`config.mk`:
```
export PLATFORM = sky130hd
export DESIGN_NAME = pdm_sequencer_flat
export DESIGN_NICKNAME = d
export VERILOG_FILES = /design/src/rtl/dfe_pkg.sv /design/src/rtl/pdm_sequencer_if.sv /design/src/rtl/pdm_clkgen.sv /design/src/rtl/pdm_sequencer.sv /design/src/flat_wrapper.sv
export SDC_FILE = /design/constraint.sdc
export NUM_CORES = 1
export LEC_CHECK = 0
export ABC_AREA = 1
export CORE_MARGIN = 2
export CORE_UTILIZATION = 56
export DETAILED_ROUTE_END_ITERATION = 12
export PLACE_DENSITY_LB_ADDON = 0.1
export SYNTH_ARGS = -nofsm -noshare
export SYNTH_HDL_FRONTEND = slang
export SYNTH_SLANG_ARGS = --single-unit
```
`constraint.sdc`:
```
create_clock -name clk_i -period 2.05 [get_ports clk_i]
set_clock_uncertainty 0.2 [all_clocks]
set_input_delay 0.41 -clock clk_i [delete_from_list [all_inputs] [get_ports clk_i]]
set_output_delay 0.41 -clock clk_i [all_outputs]
set_load 0.005 [all_outputs]
```
`src/rtl/dfe_pkg.sv`:
```
// Shared definitions for the PDM front end: sequencer state encoding,
// sample width and counter widths.
package dfe_pkg;

    typedef enum logic [1:0] {
        ST_IDLE   = 2'd0,
        ST_WAKE   = 2'd1,
        ST_WARMUP = 2'd2,
        ST_RUN    = 2'd3
    } state_e;

    localparam int SAMPLE_W   = 8;
    localparam int WAKE_CNT_W = 16;
    localparam int WARM_CNT_W = 8;
    localparam int DIV_W      = 8;

endpackage

```
`src/rtl/pdm_sequencer_if.sv`:
```
// Bus between the PDM sequencer and the decimation filter.
interface pdm_sequencer_if;

    logic                                filt_en;
    logic                                filt_data;
    logic                                filt_valid;
    logic signed [dfe_pkg::SAMPLE_W-1:0] filt_out_data;
    logic                                filt_out_valid;

    modport master (
        output filt_en, filt_data, filt_valid,
        input  filt_out_data, filt_out_valid
    );

    modport slave (
        input  filt_en, filt_data, filt_valid,
        output filt_out_data, filt_out_valid
    );

endinterface

```
`src/rtl/pdm_clkgen.sv`:
```
// PDM clock divider; fall_o flags that pdm_clk_o drops on the coming edge.
module pdm_clkgen
    import dfe_pkg::*;
(
    input  logic             clk_i,
    input  logic             rst_i,
    input  logic             run_i,
    input  logic [DIV_W-1:0] half_i,
    output logic             pdm_clk_o,
    output logic             fall_o
);

    logic [DIV_W-1:0] cnt_q;
    logic             pdm_clk_q;
    logic             wrap;

    assign wrap      = run_i && (cnt_q == half_i - DIV_W'(1));
    assign fall_o    = wrap && pdm_clk_q;
    assign pdm_clk_o = pdm_clk_q;

    // Dropping run restarts the phase so the first rise is a full half-period away.
    always_ff @(posedge clk_i) begin
        if (rst_i || !run_i) begin
            cnt_q     <= '0;
            pdm_clk_q <= 1'b0;
        end else if (wrap) begin
            cnt_q     <= '0;
            pdm_clk_q <= ~pdm_clk_q;
        end else begin
            cnt_q     <= cnt_q + DIV_W'(1);
        end
    end

endmodule

```
`src/rtl/pdm_sequencer.sv`:
```
// Power-up sequencer for a PDM microphone: wake clocking, filter warm-up,
// then gated pass-through of decimated samples.
module pdm_sequencer
    import dfe_pkg::*;
#(
    parameter int unsigned PDM_DIV_HALF   = 2,
    parameter int unsigned WAKE_PERIODS   = 16,
    parameter int unsigned WARMUP_SAMPLES = 4
)(
    input  logic                       clk_i,
    input  logic                       rst_i,
    input  logic                       start_i,
    input  logic                       stop_i,
    input  logic                       pdm_data_i,
    output logic                       pdm_clk_o,
    output logic signed [SAMPLE_W-1:0] data_o,
    output logic                       valid_o,
    output logic                       busy_o,
    pdm_sequencer_if.master            filt
);

    localparam logic [WAKE_CNT_W-1:0] WAKE_LAST = WAKE_CNT_W'(WAKE_PERIODS - 1);
    localparam logic [WARM_CNT_W-1:0] WARM_LAST =
        WARM_CNT_W'((WARMUP_SAMPLES == 0) ? 0 : WARMUP_SAMPLES - 1);

    state_e                      state_q;
    logic [WAKE_CNT_W-1:0]       wake_cnt_q;
    logic [WARM_CNT_W-1:0]       warm_cnt_q;
    logic                        filt_data_q;
    logic                        filt_valid_q;
    logic signed [SAMPLE_W-1:0]  data_q;
    logic                        valid_q;
    logic                        pdm_fall;
    logic                        clk_run;

    // A pending stop silences the clock on the same edge the FSM returns to IDLE.
    assign clk_run = (state_q != ST_IDLE) && !stop_i;

    pdm_clkgen u_clkgen (
        .clk_i     (clk_i),
        .rst_i     (rst_i),
        .run_i     (clk_run),
        .half_i    (DIV_W'(PDM_DIV_HALF)),
        .pdm_clk_o (pdm_clk_o),
        .fall_o    (pdm_fall)
    );

    always_ff @(posedge clk_i) begin
        if (rst_i || stop_i) begin
            state_q      <= ST_IDLE;
            wake_cnt_q   <= '0;
            warm_cnt_q   <= '0;
            filt_data_q  <= 1'b0;
            filt_valid_q <= 1'b0;
            data_q       <= '0;
            valid_q      <= 1'b0;
        end else begin
            filt_valid_q <= 1'b0;
            valid_q      <= 1'b0;
            if (pdm_fall && (state_q == ST_WARMUP || state_q == ST_RUN)) begin
                filt_data_q  <= pdm_data_i;
                filt_valid_q <= 1'b1;
            end
            case (state_q)
                ST_IDLE: begin
                    wake_cnt_q <= '0;
                    warm_cnt_q <= '0;
                    if (start_i) begin
                        state_q <= ST_WAKE;
                    end
                end
                ST_WAKE: begin
                    if (pdm_fall) begin
                        if (wake_cnt_q == WAKE_LAST) begin
                            state_q <= ST_WARMUP;
                        end else begin
                            wake_cnt_q <= wake_cnt_q + WAKE_CNT_W'(1);
                        end
                    end
                end
                ST_WARMUP: begin
                    if (WARMUP_SAMPLES == 0) begin
                        state_q <= ST_RUN;
                    end else if (filt.filt_out_valid) begin
                        if (warm_cnt_q == WARM_LAST) begin
                            state_q <= ST_RUN;
                        end else begin
                            warm_cnt_q <= warm_cnt_q + WARM_CNT_W'(1);
                        end
                    end
                end
                ST_RUN: begin
                    valid_q <= filt.filt_out_valid;
                    if (filt.filt_out_valid) begin
                        data_q <= filt.filt_out_data;
                    end
                end
                default: state_q <= ST_IDLE;
            endcase
        end
    end

    assign busy_o          = (state_q != ST_IDLE);
    assign filt.filt_en    = (state_q == ST_WARMUP) || (state_q == ST_RUN);
    assign filt.filt_data  = filt_data_q;
    assign filt.filt_valid = filt_valid_q;
    assign data_o          = data_q;
    assign valid_o         = valid_q;

endmodule

```
`src/flat_wrapper.sv`:
```
// flat-port wrapper written by rule: the top's interface ports become plain ports
module pdm_sequencer_flat import dfe_pkg::*;
#(
    parameter int unsigned PDM_DIV_HALF   = 2,
    parameter int unsigned WAKE_PERIODS   = 16,
    parameter int unsigned WARMUP_SAMPLES = 4
)
  (clk_i, rst_i, start_i, stop_i, pdm_data_i, pdm_clk_o, data_o, valid_o, busy_o, filt_filt_en, filt_filt_data, filt_filt_valid, filt_filt_out_data, filt_filt_out_valid);
  pdm_sequencer_if filt_i ();
  input  logic clk_i;
  input  logic rst_i;
  input  logic start_i;
  input  logic stop_i;
  input  logic pdm_data_i;
  output logic pdm_clk_o;
  output logic signed [SAMPLE_W-1:0] data_o;
  output logic valid_o;
  output logic busy_o;
  output wire logic [$bits(filt_i.filt_en)-1:0] filt_filt_en;
  output wire logic [$bits(filt_i.filt_data)-1:0] filt_filt_data;
  output wire logic [$bits(filt_i.filt_valid)-1:0] filt_filt_valid;
  input wire logic [$bits(filt_i.filt_out_data)-1:0] filt_filt_out_data;
  input wire logic [$bits(filt_i.filt_out_valid)-1:0] filt_filt_out_valid;
  assign filt_filt_en = filt_i.filt_en;
  assign filt_filt_data = filt_i.filt_data;
  assign filt_filt_valid = filt_i.filt_valid;
  assign filt_i.filt_out_data = filt_filt_out_data;
  assign filt_i.filt_out_valid = filt_filt_out_valid;
  pdm_sequencer #(.PDM_DIV_HALF(PDM_DIV_HALF), .WAKE_PERIODS(WAKE_PERIODS), .WARMUP_SAMPLES(WARMUP_SAMPLES)) u_core (.clk_i(clk_i), .rst_i(rst_i), .start_i(start_i), .stop_i(stop_i), .pdm_data_i(pdm_data_i), .pdm_clk_o(pdm_clk_o), .data_o(data_o), .valid_o(valid_o), .busy_o(busy_o), .filt(filt_i));
endmodule
```
=== Yosys cells after proc, flatten, opt, wreduce, memory -nomap -nowiden ===
Cells that the tools add are included.

* Output and inout port bits: 14
* Register bits: 46
* Logic and storage cells: 60

* Add/sub/neg operators: 3
* Eq/ne operators: 13
* Muxes and demuxes: 13
* Bitwise gates (word level): 2
* Reductions and logical operators: 20

{| class="wikitable"
|+ Operators by type and width
! cell !! count
|-
| $mux W16 || 2
|-
| $pmux W16 S2 || 1
|-
| $add A16 B1 Y16 const B || 1
|-
| $add A8 B1 Y8 const B || 2
|-
| $eq A16 B4 Y1 const B || 1
|-
| $mux W8 || 2
|-
| $pmux W8 S2 || 1
|-
| $mux W2 || 5
|-
| $eq A8 B1 Y1 const B || 1
|-
| $eq A8 B2 Y1 const B || 1
|-
| $ne A2 B2 Y1 const B || 4
|-
| $ne A2 B1 Y1 const B || 3
|-
| $pmux W2 S3 || 1
|-
| $reduce_and A3 Y1 || 2
|-
| $reduce_and A6 Y1 || 1
|-
| $reduce_bool A2 Y1 || 3
|-
| $eq A2 B2 Y1 const B || 2
|-
| $logic_and A1 B1 Y1 || 4
|-
| $reduce_or A2 Y1 || 2
|-
| $logic_or A1 B1 Y1 || 3
|-
| $reduce_bool A3 Y1 || 1
|-
| $eq A2 B1 Y1 const B || 1
|-
| $logic_not A1 Y1 || 2
|-
| $logic_not A2 Y1 || 1
|-
| other kinds (3) || 4
|}

=== Longest topological paths before layout ===
Gate-level depths: netlist (run 1).

* Word-level depth: 6
* Depth in mapped cells: 11

=== Modules after synthesis ===
Synthesis (run 1) repeated with hierarchy kept, for this count alone.

* Cell total of the unflattened synthesis: 480
* Area total of the unflattened synthesis: 2934.1 um2

{| class="wikitable"
|+ By module, submodules not included
! module !! area an instance (um2) !! cells each !! instances
|-
| pdm_sequencer || 2207.1 || 355 || 1
|-
| pdm_clkgen || 726.9 || 125 || 1
|}

=== Worst setup path before layout (run 1) ===
Ideal clock, no wire load.

* Path kind: register to register
* From: register u_core.state_q[0]
* To: register u_core.wake_cnt_q[12]
* Path slack: 0.169 ns
* Stages on the path, launching flop included: 10
* Arrival time: 1.567 ns
* Library setup time: 0.114 ns
* Cell sequence: dfxtp_1 -> inv_1 -> ha_1 -> nor3_2 -> nand3_1 -> nand2_4 -> nand2_8 -> buf_8 -> a21oi_1 -> nor2_1

* Cells in the longest elaborated chain, start to end: 6
* Elaborated cells between the ends (all ways): 11
* Classes of those cells: eq/ne: 3; mux: 1; reduce/logical: 7

{| class="wikitable"
|+ Ends and longest elaborated chain
! element !! line !! text
|-
| from (decl) || pdm_sequencer.sv:26 || <nowiki>state_e state_q;</nowiki>
|-
| from (signal assigned) || pdm_sequencer.sv:50 || <nowiki>state_q <= ST_IDLE;</nowiki>
|-
| from (signal assigned) || pdm_sequencer.sv:69 || <nowiki>state_q <= ST_WAKE;</nowiki>
|-
| from (signal assigned) || pdm_sequencer.sv:75 || <nowiki>state_q <= ST_WARMUP;</nowiki>
|-
| $reduce_bool A2 Y1 || pdm_sequencer.sv:37 || <nowiki>assign clk_run = (state_q != ST_IDLE) && !stop_i;</nowiki>
|-
| $logic_and A1 B1 Y1 || pdm_sequencer.sv:37 ||
|-
| $logic_and A1 B1 Y1 || pdm_clkgen.sv:17 || <nowiki>assign wrap = run_i && (cnt_q == half_i - DIV_W'(1));</nowiki>
|-
| $logic_and A1 B1 Y1 || pdm_clkgen.sv:18 || <nowiki>assign fall_o = wrap && pdm_clk_q;</nowiki>
|-
| $ne A2 B1 Y1 (no source line) || - ||
|-
| $reduce_and A3 Y1 (no source line) || - ||
|-
| to (signal assigned) || pdm_sequencer.sv:77 || <nowiki>wake_cnt_q <= wake_cnt_q + WAKE_CNT_W'(1);</nowiki>
|-
| to (decl) || pdm_sequencer.sv:27 || <nowiki>logic [WAKE_CNT_W-1:0] wake_cnt_q;</nowiki>
|}

Parallel ways exist; a longest one is shown, timed or not.
A chain may end at the register's enable or synchronous reset.

=== Worst setup path in the final report (run 1) ===
* From: register u_core.state_q[0]
* To: output port filt_filt_en

* Cells in the longest elaborated chain, start to end: 2
* Elaborated cells between the ends (all ways): 3
* Classes of those cells: eq/ne: 2; reduce/logical: 1

{| class="wikitable"
|+ Ends and longest elaborated chain
! element !! line !! text
|-
| $eq A2 B2 Y1 || pdm_sequencer.sv:104 || <nowiki>assign filt.filt_en = (state_q == ST_WARMUP) || (state_q == ST_RUN);</nowiki>
|-
| $logic_or A1 B1 Y1 (*) || pdm_sequencer.sv:104 ||
|-
| to (decl) || flat_wrapper.sv:19 || <nowiki>output wire logic [$bits(filt_i.filt_en)-1:0] filt_filt_en;</nowiki>
|}

Every way passes the cells marked *; elsewhere a longest branch is shown, timed or not.

==> impl_metrics.toml, run 1 <==
[logic_synthesis]
avgSynthCellArea_um2 = 6.59
synth_common_cells = "95 x nand2_1, 88 x nor2_1, 46 x dfxtp_1"
yosysMostFrequentCell = "nand2_1"
synthArstFlopShare_pct = 0
synth_area_leaders = "dfxtp_1 36%, nand2_1 14%, nor2_1 13%, nand3_1 6.9%, inv_1 5.3%"
synth_ff_type = "dfxtp_1"
yosysSeqAreaShare_pct = 36.2
synthCells = 386
syn-cell-area_mm2 = 0.00254
syn_nets = 409
synth_cell_types = 33
synth_edf_count = 0
synth_top_area_cell = "dfxtp_1"
ys_seq_elements = 46
yosys_warnings = 0
synth_top_area_share_pct = 36.2

[floorplan]
die_height_um = 71.4
die_w_um = 71.4
start_util_pct = 58.4
rows = 24
io_pins = 28
dieArea_mm2 = 0.00510
core_area_mm2 = 0.00435

[timing]
hold_ws_ps = 269
rsz0062_at_grt = "no"
period_share_pct = 95.6
drv_slew = 0
hold_violations = 0
finalWorstSetupSlack_ps = 91.2
slew_headroom_pct = 77.3
fmax_mhz = 511
worst_pin_slew_ps = 340
setup-violations-final = 0
fin_crit_ps = 1960
fin_tns_setup_ps = 0

[drt]
ant_nets = 0
remaining_drc_errors = 0
num_vias = 2502
viasPerCell = 5.19
wire_per_inst_um = 11.2
drt_iter0_markers = 174
drt_wl_total_um = 5420
dr.pass1.iters = 4

[global_routing]
first_global_vias = 2211
grt.overflow.total = 0
grt_pass1_wl_um = 9270
grt_max_degree = 20
grt_use_total_pct = 22.2
antenna_found_initial = 0

[critical_path]
r2r_slack_ps = 140
worstSetupPathType = "reg2out"
ff2ff_path_depth = 12
endpoint = "filt_filt_en"
path_cells = "inv_4 > ha_2 > or2_4 > clkdlybuf4s15_1"
crit_arrival_ps = 1350
critical_path_required_ps = 1440
crit_path_max_fanout = 3
r2r-start = "u_core.state_q[0]"
critical_path.max_stage_delay_ps = 370
r2r-end = "u_core.state_q[0]"
critPathSlowestCell = "dfxtp_4"
crit_path_end_kind = "output pin"
crit_start = "u_core.state_q[0]"
cp-start-kind = "flop"

[place]
dp.cells = 473
dp_hpwl_um = 3930
gp_congestion = 0.867
io_buffers = 27
place_ws_ps = 2.98
place_area_mm2 = 0.00293

[run_status]
status = "completed"

[final_layout]
nFillCells = 392
syn2layout_area_growth_pct = 19.8
diodes = 0
nets = 452
finalInstanceArea_mm2 = 0.00305
layout.cells.non_filler = 482
drive_gt1_share_pct = 9.77
fin_util_pct = 70.0

[clock_tree]
clk_pin_slew_worst_paths_ps = 80
cts_sinks = 46
root_buffer = "clkbuf_8"
cts_made_buffers = 5
tritoncts = "done"
cts_buffer_depth = 2
clock_latency_ps = 300
htree_levels = 2

[run]
drv_cap = 0

[power]
p_leak_nw = 1.20
finalPower_mw = 1.92
power_density_mw_per_mm2 = 631
ir_worst_vdd_mv = 0.462

[min_path]
worstHoldPathType = "reg2reg"
==> registers in the layout, indices dropped and copies added (netlist names) <==
| name | flops |
|---|---|
| u_core.u_clkgen.pdm_clk_o | 1 |
| u_core.valid_o | 1 |
| u_core.filt.filt_data | 1 |
| u_core.warm_cnt_q | 8 |
| u_core.wake_cnt_q | 16 |
| u_core.u_clkgen.cnt_q | 8 |
| u_core.data_o | 8 |
| u_core.filt.filt_valid | 1 |
| u_core.state_q | 2 |
==> area by class of cell <==
cell class	count	area, um2	area share (%)
clock inverter	2	13.8	0.452
tap	52	65.1	2.14
timing repair buffer	43	389	12.8
multi-input combinational	295	1440	47.1
sequential	46	926	30.4
inverter	38	145	4.76
clock buffer	6	72.6	2.38
==> cell usage in the layout (no fill, tap or decap), types with 2 or more instances in the layout <==
cell type	synthesis	routed
ha_2	0	2
nor2_2	3	3
nand2_2	2	2
nand4_1	4	4
o21ai_0	11	11
buf_4	0	16
nand3_1	35	35
a21oi_1	21	21
clkbuf_8	1	5
nor3b_1	3	3
xor2_1	5	5
inv_1	36	34
nor3_1	3	3
clkdlybuf4s50_1	0	25
o21bai_1	2	2
dfxtp_1	46	44
ha_1	9	6
nand2_4	3	3
clkinv_1	2	2
nor2_1	88	88
nand2_1	95	95
==> repair_timing <==
item,4_1_cts,5_1_grt
setup endpoints to repair,2,4
buffers inserted,0,1
hold buffers,0,0
pin swaps,0,1
resized for setup,10,4
==> report_power, final <==
group          internal, mW  switching (mW)  total [mW]  leakage (nW)
clock                 0.241           0.319       0.560        0.0452
sequential            0.914          0.0189       0.933         0.372
combinational         0.171           0.258       0.430         0.782
total                  1.33           0.596        1.92          1.20
==> cell families (layout without fill, tap and decap cells) <==
group | after synthesis | count (layout) | synth area share, %
AOI/OAI and AO/OA | 37 | 37 | 7.63
adders and majority gates | 9 | 9 | 4.43
xor gates and xnor gates | 6 | 6 | 2.07
buffers and inverters | 45 | 89 | 8.12
and+or+nand+nor | 243 | 243 | 41.5
DFF | 46 | 46 | 36.2
==> critical path, delay by kind of cell, from the launching register on <==
family / cells / cell delay, ps
simple gates: 1 / 250
flops: 1 / 370
fa+ha+maj: 1 / 170
buf+inv: 2 / 250
==> routing by layer <==
| layer | global-route usage (%) | vias up | wire length [um] |
|---|---|---|---|
| met5 | 0 | - | 0 |
| li1 | - | 1309 | - |
| met4 | 6.71 | 0 | 59 |
| met2 | 37.3 | 47 | 2570 |
| met1 | 28.8 | 1139 | 2540 |
| met3 | 4.64 | 7 | 247 |
==> worst min path at each step <==
stage / startpoint / end / slack [ps] / cells after the start
final: u_core.warm_cnt_q[4] / u_core.warm_cnt_q[4] / 270 / 2
after global routing: u_core.filt.filt_data / u_core.filt.filt_data / 290 / 2
after CTS: u_core.warm_cnt_q[4] / u_core.warm_cnt_q[4] / 270 / 2
after detailed placement: u_core.warm_cnt_q[4] / u_core.warm_cnt_q[4] / 250 / 2
after global placement: u_core.warm_cnt_q[4] / u_core.warm_cnt_q[4] / 250 / 2
after floorplan: u_core.u_clkgen.cnt_q[0] / u_core.u_clkgen.cnt_q[0] / 230 / 1
Power figures use the tool's default switching activity.
==> inputs of run 2 (changes only) <==
SKIP_CTS_REPAIR_TIMING = 1   (was unset)
==> run 2 against run 1 <==
Against the previous run:
- global-route usage fell by 0.30 points
- first-iteration DRC count rose by 6.9%
- fmax fell by 1.2%
- die area did not move
- critical path type unchanged
- critical endpoint unchanged
- largest cell class unchanged
- highest routed layer unchanged
==> impl_metrics.toml, run 2 (synthesis results as in run 1) <==
[power]
seqPwrFrac_pct = 48.1
sw_frac_of_total_pct = 31.1
p_int_mw = 1.33
p_leak_nw = 1.24
ir_worst_vdd_mv = 0.465
clkPwrFrac_pct = 29.1
combPwrFrac_pct = 22.8
p_sw_uw = 602
power_density_mw_per_mm2 = 632
finalPower_mw = 1.94

[critical_path]
critical_path.max_stage_delay_ps = 330
crit_path_max_fanout = 3
worstSetupPathType = "reg2out"
cp-start-kind = "flop"
crit_start = "u_core.state_q[0]"
r2r_slack_ps = 120
r2r-start = "u_core.state_q[0]"
critPathSlowestCell = "dfxtp_2"
crit_path_end_kind = "output pin"
path_cells = "buf_4 > ha_1 > or2_4 > dlymetal6s2s_1"
critical_path_required_ps = 1440
ff2ff_path_depth = 10
endpoint = "filt_filt_en"
crit_arrival_ps = 1370
r2r-end = "u_core.wake_cnt_q[1]"

[run]
drv_cap = 0

[place]
dp_hpwl_um = 3930
gp_congestion = 0.867
place_area_mm2 = 0.00293
io_buffers = 27

[final_layout]
largest_reg_flops = 16
drive_gt1_share_pct = 10.2
regMostFlops = "u_core.wake_cnt_q"
diodes = 0
final_cell_mix = "95 x nand2_1, 88 x nor2_1, 44 x dfxtp_1"
finalInstanceArea_mm2 = 0.00306
layout_commonest_cell = "nand2_1"
syn2layout_area_growth_pct = 20.5
nets = 454

[global_routing]
antenna_found_initial = 0
first_global_vias = 2186
grt_max_degree = 20
grt.overflow.total = 0
grt_use_total_pct = 21.9
grt_pass1_wl_um = 9150

[drt]
remaining_drc_errors = 0
viasPerCell = 5.17
drt_wl_total_um = 5500
drt_iter0_markers = 186
ant_nets = 0
dr.pass1.iters = 4
num_vias = 2500
wire_per_inst_um = 11.4

[min_path]
hp-start = "u_core.warm_cnt_q[4]"
worstHoldPathType = "reg2reg"

[clock_tree]
cts_buffer_depth = 2
clock_latency_ps = 300
tritoncts = "done"
cts_sinks = 46
htree_levels = 2
cts_made_buffers = 5
root_buffer = "clkbuf_8"
clk_pin_slew_worst_paths_ps = 80

[timing]
period_share_pct = 96.7
fin_crit_ps = 1980
fmax_mhz = 505
slew_headroom_pct = 77.0
drv_slew = 0
hold_ws_ps = 269
hold_violations = 0
setup-violations-final = 0
worst_pin_slew_ps = 345

[floorplan]
die_w_um = 71.4
core_area_mm2 = 0.00435
io_pins = 28
dieArea_mm2 = 0.00510
rows = 24
die_height_um = 71.4
start_util_pct = 58.4

[run_status]
status = "completed"
run 2: cell types whose count changed in the layout (fill, tap and decap cells not counted), sizes merged:
cell / delta
clkdlybuf4s15: -1
inv: -1
dlygate4sd2: -1
buf: +2
clkinvlp: +1
dlymetal6s2s: +2
run 2: cell type report:
cell class | instances | area (um2)
multi-input cells | 295 | 1430
fillers | 391 | 1290
flip-flops and latches | 46 | 923
repair buffers | 45 | 410
inverters | 38 | 146
clock buffers | 6 | 72.6
well taps | 52 | 65.1
clock inverters | 2 | 13.8
run 2: worst min-delay path by stage:
stage                                to  slack, ps  cells past startpoint
3_5_place_dp       u_core.warm_cnt_q[4]        250                      2
4_1_cts            u_core.warm_cnt_q[4]        270                      2
6_report           u_core.warm_cnt_q[4]        270                      2
2_1_floorplan  u_core.u_clkgen.cnt_q[0]        230                      1
3_3_place_gp       u_core.warm_cnt_q[4]        250                      2
5_1_grt           u_core.filt.filt_data        290                      2
run 2: worst max-delay path, delay by kind of cell (launching register included):
family / cells / cell delay (ps)
flip-flops: 1 / 330
buffers and inverters: 2 / 280
AND/OR/NAND/NOR: 1 / 240
adder cells (fa/ha/maj): 1 / 220
run 2: per-stage QoR:
step / setup slack, ps / utilization [%] / std cells / TNS, ps
after floorplan: 169 / - / 386 / 0
after global placement: 13.5 / 67.2 / 473 / 0
after detailed placement: 2.98 / 67.2 / 473 / 0
after CTS: -305 / 69.2 / 481 / -498
after global routing: -9.25 / 70.4 / 484 / -9.25
final: 68.0 / 70.4 / 484 / 0
run 2: per-layer routing:
metal	track usage [%]	vias to the layer above	routed length (um)
li1	-	1314	-
met1	28.6	1130	2580
met2	36.5	49	2600
met3	4.64	7	248
met4	6.71	0	63
met5	0	-	0
run 2: power groups by stage:
stage	clock network [mW]	logic [mW]	registers (mW)
2_1_floorplan	0	0.312	0.948
3_3_place_gp	0	0.408	0.951
3_5_place_dp	0	0.415	0.951
4_1_cts	0.575	0.417	0.930
5_1_grt	0.604	0.495	0.934
6_report	0.564	0.442	0.931
==> inputs of run 3 (changes only) <==
CORE_UTILIZATION = 51   (was 56)
clock period = 1.6 ns   (was 2.05 ns; I/O delays follow)
==> run 3 against run 2 <==
Against the previous run:
- the flow now finishes with violations (negative setup slack)
- clock-buffer cell count fell by 1
- clock power grew 28%
- global-route usage is 1.0 points higher
- first-iteration DRC count shrank 51%
- sequential cell count stayed put
- critical path depth did not move
- via count up 5.4%
- sequential power up 28%
- worst hold slack gained 1.0 ps
- register-to-register slack got worse by 390 ps
- core utilization is 4.4 points higher
- routed wire length increased by 10%
==> impl_metrics.toml, run 3 (synthesis results as in run 1) <==
[run]
drv_cap = 0

[place]
dp.cells = 523
gp_congestion = 0.863
io_buffers = 27
dp_hpwl_um = 4510

[floorplan]
io_pins = 28
dieArea_mm2 = 0.00557
die_height_um = 74.6
rows = 25
die_w_um = 74.6
core_area_mm2 = 0.00475
start_util_pct = 53.5

[power]
power_density_mw_per_mm2 = 746
ir_worst_vdd_mv = 0.678
p_leak_nw = 1.70
finalPower_mw = 2.65

[final_layout]
layout.cells.non_filler = 538
diodes = 0
syn2layout_area_growth_pct = 39.9
largest_reg_flops = 16
regMostFlops = "u_core.wake_cnt_q"
drive_gt1_share_pct = 24.2
nFillCells = 384
layout_commonest_cell = "nand2_1"
final_cell_mix = "92 x nand2_1, 86 x nor2_1, 52 x buf_4"
nets = 493

[global_routing]
grt.overflow.total = 0
antenna_found_initial = 0
grt_pass1_wl_um = 10000
grt_max_degree = 20
first_global_vias = 2388
grt_use_total_pct = 22.9

[drt]
ant_nets = 0
remaining_drc_errors = 0
wire_per_inst_um = 11.3
dr.pass1.iters = 4
drt_iter0_markers = 92
num_vias = 2635
drt_wl_total_um = 6070
viasPerCell = 4.90

[clock_tree]
tritoncts = "done"
cts_sinks = 46
htree_levels = 2
clk_pin_slew_worst_paths_ps = 90
root_buffer = "clkbuf_8"
clock_latency_ps = 300
cts_buffer_depth = 2
cts_made_buffers = 5

[min_path]
hold_depth = 2
worstHoldPathType = "reg2reg"

[timing]
rsz0062_at_grt = "yes"
setup-violations-final = 31
period_share_pct = 117
fmax_mhz = 533
finalWorstSetupSlack_ps = -277
hold_violations = 0
worst_pin_slew_ps = 298
drv_slew = 0
fin_crit_ps = 1880
slew_headroom_pct = 80.1
fin_tns_setup_ps = -5480

[run_status]
status = "finished with violations"
violations = "negative setup slack"

[critical_path]
crit_path_max_fanout = 3
cp-start-kind = "flop"
ff2ff_path_depth = 11
critical_path_required_ps = 1080
crit_path_end_kind = "output pin"
worstSetupPathType = "reg2out"
crit_arrival_ps = 1360
run 3: critical path, cell delays in order (launching register included):
cell and delay [ps]:
dfxtp_2 340, buf_4 130, ha_1 200, or2_4 240, dlymetal6s2s_1 150
run 3: stage by stage:
| step | worst slack, ps | util, % | hold slack (ps) | cell area [um2] |
|---|---|---|---|---|
| 6_report | -277 | 74.8 | 270 | 3560 |
| 5_1_grt | -400 | 74.8 | 293 | 3560 |
| 4_1_cts | -608 | 70.9 | 265 | 3370 |
| 3_5_place_dp | -383 | 69.1 | 252 | 3290 |
| 3_3_place_gp | -329 | 69.1 | 249 | 3290 |
| 2_1_floorplan | -7.58 | - | 233 | 2580 |
run 3: layout make-up:
| cell class | count | area (um2) | share of cell area [%] |
|---|---|---|---|
| sequential | 46 | 937 | 26.4 |
| tap | 67 | 83.8 | 2.36 |
| multi-input combinational | 295 | 1520 | 42.8 |
| clock buffer | 5 | 68.8 | 1.94 |
| timing repair buffer | 84 | 778 | 21.9 |
| inverter | 38 | 148 | 4.15 |
| clock inverter | 3 | 18.8 | 0.528 |
run 3: path summary, 6_finish.rpt:
path	startpoint	end	slack, ps
worst min-delay path	u_core.warm_cnt_q[4]	u_core.warm_cnt_q[4]	270
worst max-delay path	u_core.state_q[0]	filt_filt_en	-280
worst min register to register	u_core.warm_cnt_q[4]	u_core.warm_cnt_q[4]	270
worst max register to register	u_core.state_q[1]	u_core.wake_cnt_q[10]	-270
run 3: metal layers:
| metal | wire, um | share of wire, % | vias up | global-route usage (%) |
|---|---|---|---|---|
| met5 | 0 | 0 | - | 0 |
| met4 | 49 | 0.81 | 0 | 6.75 |
| met3 | 201 | 3.3 | 6 | 4.20 |
| met2 | 2920 | 48 | 49 | 39.1 |
| met1 | 2900 | 48 | 1189 | 29.5 |
| li1 | - | - | 1391 | - |
run 3: where the power goes:
group          total [mW]  internal (mW)  switching [mW]
clock network       0.723          0.308           0.415
registers            1.19           1.17          0.0176
logic               0.739          0.345           0.394
